File: src/rtl/qspi_arb_pkg.sv
// Shared definitions for the QSPI0 pad arbiter: FSM encoding, pad park values
// and a small state classification helper.
package qspi_arb_pkg;

  localparam logic [2:0] S_SOC_OWN      = 3'd0;
  localparam logic [2:0] S_SOC_DRAIN    = 3'd1;
  localparam logic [2:0] S_GUARD_TO_AUX = 3'd2;
  localparam logic [2:0] S_AUX_OWN      = 3'd3;
  localparam logic [2:0] S_GUARD_TO_SOC = 3'd4;

  typedef enum logic [2:0] {
    ST_SOC_OWN      = S_SOC_OWN,
    ST_SOC_DRAIN    = S_SOC_DRAIN,
    ST_GUARD_TO_AUX = S_GUARD_TO_AUX,
    ST_AUX_OWN      = S_AUX_OWN,
    ST_GUARD_TO_SOC = S_GUARD_TO_SOC
  } arb_state_e;

  // Parked pad values: chip deselected, clock low, dq tri-stated.
  localparam logic       CS_PARK  = 1'b1;
  localparam logic       SCK_PARK = 1'b0;
  localparam logic [3:0] DQ_PARK  = 4'h0;
  // Value a disconnected master reads on dq (matches the pad pull-ups).
  localparam logic [3:0] DQ_IDLE  = 4'hF;

  function automatic logic is_soc_side(input arb_state_e s);
    return (s == ST_SOC_OWN) || (s == ST_SOC_DRAIN);
  endfunction

endpackage

File: src/rtl/qspi_arb_cnt.sv
// Saturating up-counter shared by the idle, guard and grant-timeout phases.
// hit flags that the current count equals cmp_val.
module qspi_arb_cnt #(
  parameter int CNT_W = 16
) (
  input  logic             clk,
  input  logic             reset,
  input  logic             clr,
  input  logic             en,
  input  logic [CNT_W-1:0] cmp_val,
  output logic             hit
);

  logic [CNT_W-1:0] cnt;

  always_ff @(posedge clk or posedge reset) begin
    if (reset) begin
      cnt <= '0;
    end else if (clr) begin
      cnt <= '0;
    end else if (en && (cnt != '1)) begin
      cnt <= cnt + 1'b1;
    end
  end

  assign hit = (cnt == cmp_val);

endmodule

File: src/rtl/qspi0_pad_arbiter.sv
// Shares the QSPI0 flash pads between the SoC master (default owner) and an
// auxiliary loader, handing over only at SoC cs-idle points with parked guard gaps.
//
// Handshake: aux_req/aux_gnt is a level handshake. The aux master raises aux_req
// and holds it for its whole ownership; it may drive the pads only while aux_gnt=1.
// Dropping aux_req releases the pads; aux_gnt falls on the same edge the release
// is seen. aux_gnt never rises while aux_req is low.
module qspi0_pad_arbiter
  import qspi_arb_pkg::*;
#(
  parameter int IDLE_CYCLES  = 8,
  parameter int GUARD_CYCLES = 4,
  parameter int AUX_TIMEOUT  = 0,
  parameter int CNT_W        = 16
) (
  input  logic       clk,
  input  logic       reset,
  input  logic       soc_sck,
  input  logic       soc_cs,
  input  logic [3:0] soc_dq_o,
  input  logic [3:0] soc_dq_oe,
  output logic [3:0] soc_dq_i,
  input  logic       aux_req,
  output logic       aux_gnt,
  input  logic       aux_sck,
  input  logic       aux_cs,
  input  logic [3:0] aux_dq_o,
  input  logic [3:0] aux_dq_oe,
  output logic [3:0] aux_dq_i,
  output logic       aux_timeout,
  output logic       aux_err,
  output logic       pad_sck,
  output logic       pad_cs,
  output logic [3:0] pad_dq_o,
  output logic [3:0] pad_dq_oe,
  input  logic [3:0] pad_dq_i,
  output logic [2:0] dbg_state
);

  localparam logic [CNT_W-1:0] IDLE_LAST  = CNT_W'(IDLE_CYCLES - 1);
  localparam logic [CNT_W-1:0] GUARD_LAST = CNT_W'(GUARD_CYCLES - 1);
  localparam logic             TMO_EN     = (AUX_TIMEOUT != 0);
  localparam logic [CNT_W-1:0] TMO_LAST   = TMO_EN ? CNT_W'(AUX_TIMEOUT - 1) : '0;

  arb_state_e       state;
  arb_state_e       state_nxt;
  logic             cnt_clr;
  logic             cnt_hit;
  logic [CNT_W-1:0] cnt_cmp;
  logic             tmo_evt;
  logic             err_evt;
  logic             tmo_lock;

  qspi_arb_cnt #(
    .CNT_W (CNT_W)
  ) u_cnt (
    .clk     (clk),
    .reset   (reset),
    .clr     (cnt_clr),
    .en      (1'b1),
    .cmp_val (cnt_cmp),
    .hit     (cnt_hit)
  );

  always_ff @(posedge clk or posedge reset) begin
    if (reset) begin
      state <= ST_SOC_OWN;
    end else begin
      state <= state_nxt;
    end
  end

  always_comb begin
    state_nxt = state;
    cnt_cmp   = '0;
    tmo_evt   = 1'b0;
    err_evt   = 1'b0;
    case (state)
      ST_SOC_OWN: begin
        if (aux_req && !tmo_lock) state_nxt = ST_SOC_DRAIN;
      end
      ST_SOC_DRAIN: begin
        cnt_cmp = IDLE_LAST;
        if (!aux_req) begin
          state_nxt = ST_SOC_OWN;
        end else if (soc_cs && cnt_hit) begin
          state_nxt = ST_GUARD_TO_AUX;
        end
      end
      ST_GUARD_TO_AUX: begin
        cnt_cmp = GUARD_LAST;
        if (!aux_req) begin
          state_nxt = ST_GUARD_TO_SOC;
        end else if (cnt_hit) begin
          state_nxt = ST_AUX_OWN;
        end
      end
      ST_AUX_OWN: begin
        cnt_cmp = TMO_LAST;
        if (!aux_req) begin
          state_nxt = ST_GUARD_TO_SOC;
          // Releasing with cs still asserted cuts an aux flash command short.
          err_evt   = !aux_cs;
        end else if (TMO_EN && cnt_hit) begin
          state_nxt = ST_GUARD_TO_SOC;
          tmo_evt   = 1'b1;
        end
      end
      ST_GUARD_TO_SOC: begin
        cnt_cmp = GUARD_LAST;
        if (cnt_hit) state_nxt = ST_SOC_OWN;
      end
      default: state_nxt = ST_SOC_OWN;
    endcase
  end

  // An active SoC transfer (cs low) restarts the idle count, so it is never cut.
  assign cnt_clr = (state_nxt != state) || (state == ST_SOC_OWN) ||
                   ((state == ST_SOC_DRAIN) && !soc_cs);

  always_ff @(posedge clk or posedge reset) begin
    if (reset) begin
      aux_gnt     <= 1'b0;
      aux_timeout <= 1'b0;
      aux_err     <= 1'b0;
      tmo_lock    <= 1'b0;
    end else begin
      aux_gnt     <= (state_nxt == ST_AUX_OWN);
      aux_timeout <= tmo_evt;
      aux_err     <= aux_err | err_evt;
      // After a watchdog revoke the aux master must show req low before a re-grant.
      if (tmo_evt) begin
        tmo_lock <= 1'b1;
      end else if (!aux_req) begin
        tmo_lock <= 1'b0;
      end
    end
  end

  always_comb begin
    pad_sck   = soc_sck;
    pad_cs    = soc_cs;
    pad_dq_o  = soc_dq_o;
    pad_dq_oe = soc_dq_oe;
    soc_dq_i  = is_soc_side(state) ? pad_dq_i : DQ_IDLE;
    aux_dq_i  = DQ_IDLE;
    case (state)
      ST_AUX_OWN: begin
        pad_sck   = aux_sck;
        pad_cs    = aux_cs;
        pad_dq_o  = aux_dq_o;
        pad_dq_oe = aux_dq_oe;
        aux_dq_i  = pad_dq_i;
      end
      ST_GUARD_TO_AUX, ST_GUARD_TO_SOC: begin
        pad_sck   = SCK_PARK;
        pad_cs    = CS_PARK;
        pad_dq_o  = DQ_PARK;
        pad_dq_oe = DQ_PARK;
      end
      default: ;
    endcase
  end

  assign dbg_state = state;

endmodule

File: config.mk
export PLATFORM = sky130hd
export DESIGN_NAME = qspi0_pad_arbiter
export DESIGN_NICKNAME = d
export VERILOG_FILES = /design/src/rtl/qspi_arb_pkg.sv /design/src/rtl/qspi_arb_cnt.sv /design/src/rtl/qspi0_pad_arbiter.sv
export SDC_FILE = /design/constraint.sdc
export NUM_CORES = 1
export LEC_CHECK = 0
export CAP_MARGIN = 15
export CORE_ASPECT_RATIO = 0.7
export CORE_MARGIN = 8
export CORE_UTILIZATION = 35
export DETAILED_ROUTE_END_ITERATION = 6
export PLACE_DENSITY = 0.71
export SLEW_MARGIN = 20
export SYNTH_ARGS = -nofsm -noshare
export SYNTH_HDL_FRONTEND = slang
export SYNTH_SLANG_ARGS = --single-unit
File: constraint.sdc
create_clock -name clk -period 3.6 [get_ports clk]
set_input_delay 0.9 -clock clk [delete_from_list [all_inputs] [get_ports clk]]
set_output_delay 0.9 -clock clk [all_outputs]
set_load 0.01 [all_outputs]
==> metrics.md <==
| Metric | Value |
|---|---|
| Outcome | finished clean |
| Worst hold-check path type | reg -> reg |
| RSZ-0062 raised after global routing | no |
| Tmin final | approximately 3.2 ns |
| Final core occ | 0.488 |
| Final Wtd Congestion | approximately 0.87 |
| Slew @ Worst Pin | roughly 0.76 ns |
| First-pass GRT wire length | 7130 um |
| Post-synth net total | between 200 and 250 |
| Cts-stage hold buffer count | 0 |
| Share of layout cells above drive strength 1 | 0.0522 |
| Clock transition at path regs | about 0.070 ns |
| Setup tns final | 0 ns |
| Placed Cells | 281 |
| Routed Antenna Nets | 0 |
| Final hold violation count | 0 |
| Critical path type | in -> out |
| CP Launch Type | input port |
| Worst setup EP type | output pin |
| Static Leak | ~0.0008 uW |
| Clock sinks | 21 |
| Port-buffer cells | between 40 and 50 |
| Gate power share | 0.378 |
| Top cells by area, synth | dfrtp_1, nor2_1, nor2b_1, a21oi_1, o21ai_0 |
| TritonCTS clock tree | done |
| Total gr overflow | 0 |
| Area leader, netlist | dfrtp_1 |
| Synth Area per Inst | between 7 and 8 sq um |
| Top achievable clock speed | 0.313 GHz |
| Post-synth ARST share | 1.00 |
| # DRC | 0 |
| DIE WIDTH | roughly 94 um |
| Largest net degree at the start of global routing | 22 |
| Worst IR Drop VDD | between 0.15 and 0.2 mV |
| Cell count after synthesis | 187 |
| I/O pin cnt | 51 |
| DR iter-0 viols | between 80 and 90 |
| Crit-path max FO | 2 |
| Register area share after synthesis | 0.353 |
| WL final | ~4200 um |
| Critical Path AT | 2.29 ns |
| Sequential fraction of design power | 0.393 |
| Post-DP HPWL | around 3300 um |
| Int Power | between 400 and 500 uW |
| PD cells | 325 nW/um^2 |
| Clock Latency Late Sink | 0.26 ns |
| Synth-to-Final Area Change | 37.7% |
| DIE AREA | about 6600 sq um |
| Share of Yosys cell area claimed by the top area cell type | 0.353 |
| Dpl cell area | 2010 sq um |
| P_sw | approximately 210 uW |
| Sw frac | 0.316 |
| Clock power share | 0.229 |
| Netlist Area Pre-Place | between 1000 and 1500 sq um |
| First drt pass iteration count | 4 |
| Fin area | 2050 sq um |
| Synth Warn # | 0 |
| Routed WL per cell | between 10 and 15 um |
| Yosys cell types | 41 |
| Number of diodes | 0 |
| Core footprint | 4200 sq um |
| Worst Skew | approximately 0.0014 ns |
| Max cap viols | 0 |
| H-tree Lvls | 1 |
| Post-Layout Cell Count | roughly 290 |
| DR vias | 1501 |
| Number of flops mapped to enable cells by yosys | 0 |
| TritonCTS Buffers | 3 |
| Initial antenna violation count | 0 |
| Setup bufs post-CTS | 0 |
| Vias in the first global route | approximately 1400 |
| Most common flop cell mapped by yosys | dfrtp_1 |
| Clock root buffer | clkbuf_8 |
| Die height | slightly above 70 um |
| Rows | 20 |
| Post-CTS sizing | 0 |
| Worst EP required | around 2.7 ns |
| Yosys reg bits | 21 |
| Final setup vio count | 0 |
| Via density | between 5 and 6 |
| Final critical-path share of the clock period | 0.886 |
| Slew HR | 0.495 |
| Final Slew Violations | 0 |
| GRT Overall Usage | 0.130 |
| Initial Util | 0.354 |
| Max Root-Sink Buffers | 2 |
| Layout Nets | roughly 260 |
==> registers in the layout, indices dropped and copies added, names as in the netlist <==
register / count
aux_err: 1
aux_gnt: 1
u_cnt.cnt: 16
dbg_state: 3
==> layer usage <==
layer | part of all wire | track usage
met1 | 0.49 | 0.188
met2 | 0.46 | 0.198
met3 | 0.046 | 0.0211
met4 | 0.012 | 0.0280
met5 | 0 | 0
==> power by group through the flow <==
stage	Sequential, uW	Combinational, uW	Clock (uW)
final	262	252	153
after global routing	264	274	170
after CTS	262	257	157
after detailed placement	266	256	0
after global placement	266	255	0
after floorplan	264	130	0
==> placed cells by master, fill, tap and decap left out, types with 4 or more instances in the layout <==
| cell type | netlist | final |
|---|---|---|
| clkdlybuf4s50_1 | 0 | 49 |
| nor2_1 | 21 | 21 |
| dfrtp_1 | 21 | 21 |
| nand2_1 | 16 | 16 |
| o21ai_0 | 13 | 13 |
| a21oi_1 | 13 | 13 |
| nor2b_1 | 11 | 11 |
| nor3_1 | 8 | 8 |
| nand3_1 | 8 | 8 |
| or3_1 | 8 | 8 |
| xor2_1 | 6 | 6 |
| nand4_1 | 6 | 6 |
| nor3b_1 | 4 | 4 |
==> cells in the mapped netlist (all sizes together), types with 2 or more instances <==
| library cell | instances |
|---|---|
| a211oi | 2 |
| a21oi | 13 |
| a31oi | 3 |
| and4 | 3 |
| buf | 5 |
| clkbuf | 8 |
| dfrtp | 21 |
| inv | 2 |
| mux2i | 2 |
| nand2 | 16 |
| nand2b | 3 |
| nand3 | 8 |
| nand4 | 6 |
| nor2 | 21 |
| nor2b | 11 |
| nor3 | 9 |
| nor3b | 4 |
| nor4 | 3 |
| o21ai | 14 |
| o2bb2ai | 2 |
| or3 | 8 |
| xnor2 | 3 |
| xor2 | 6 |
==> metrics by stage <==
step / worst slack (ns) / hold slack [ns] / power (uW)
floorplan: 1.07 / 0.505 / 395
global route: 0.218 / 0.494 / 709
detailed placement: 0.424 / 0.460 / 522
CTS: 0.403 / 0.480 / 676
global placement: 0.446 / 0.450 / 521
finish: 0.409 / 0.473 / 667
==> path summary, 6_finish.rpt <==
kind                                         from                   endpoint  slack (ns)  cells past startpoint
setup / recovery                      soc_dq_o[2]                pad_dq_o[2]        0.41                      5
hold / removal                  aux_err$_DFF_PP0_          aux_err$_DFF_PP0_        0.47                      1
setup reg to reg           dbg_state[0]$_DFF_PP0_   u_cnt.cnt[7]$_DFFE_PP0P_        1.46                      5
hold reg to reg                 aux_err$_DFF_PP0_          aux_err$_DFF_PP0_        0.47                      1
max in group asynchronous                   reset  u_cnt.cnt[13]$_DFFE_PP0P_        2.06                      2
min in group asynchronous                   reset   u_cnt.cnt[5]$_DFFE_PP0P_        1.07                      2
==> worst max-delay path, stage by stage <==
cell and delay, ns:
clkdlybuf4s50_1 0.47, nor2b_1 0.13, a21oi_1 0.04, o21ai_0 0.16, clkdlybuf4s50_1 0.58
==> cell type report <==
| cell class | instances | area (sq um) |
|---|---|---|
| sequential | 21 | 526 |
| inverter | 2 | 7.51 |
| timing repair buffer | 52 | 513 |
| clock buffer | 3 | 41.3 |
| tap | 55 | 68.8 |
| fill | 423 | 2150 |
| multi-input combinational | 151 | 891 |
| clock inverter | 1 | 5.00 |
==> kinds of logic after synthesis <==
kind of cell / share of synthesized area
compound gates: 0.190
xor+xnor: 0.0529
fa+ha+maj: 0.00839
buf+inv: 0.0495
flops: 0.353
mux: 0.0134
other cells: 0.00252
simple gates: 0.331
Power figures use the tool's default switching activity.
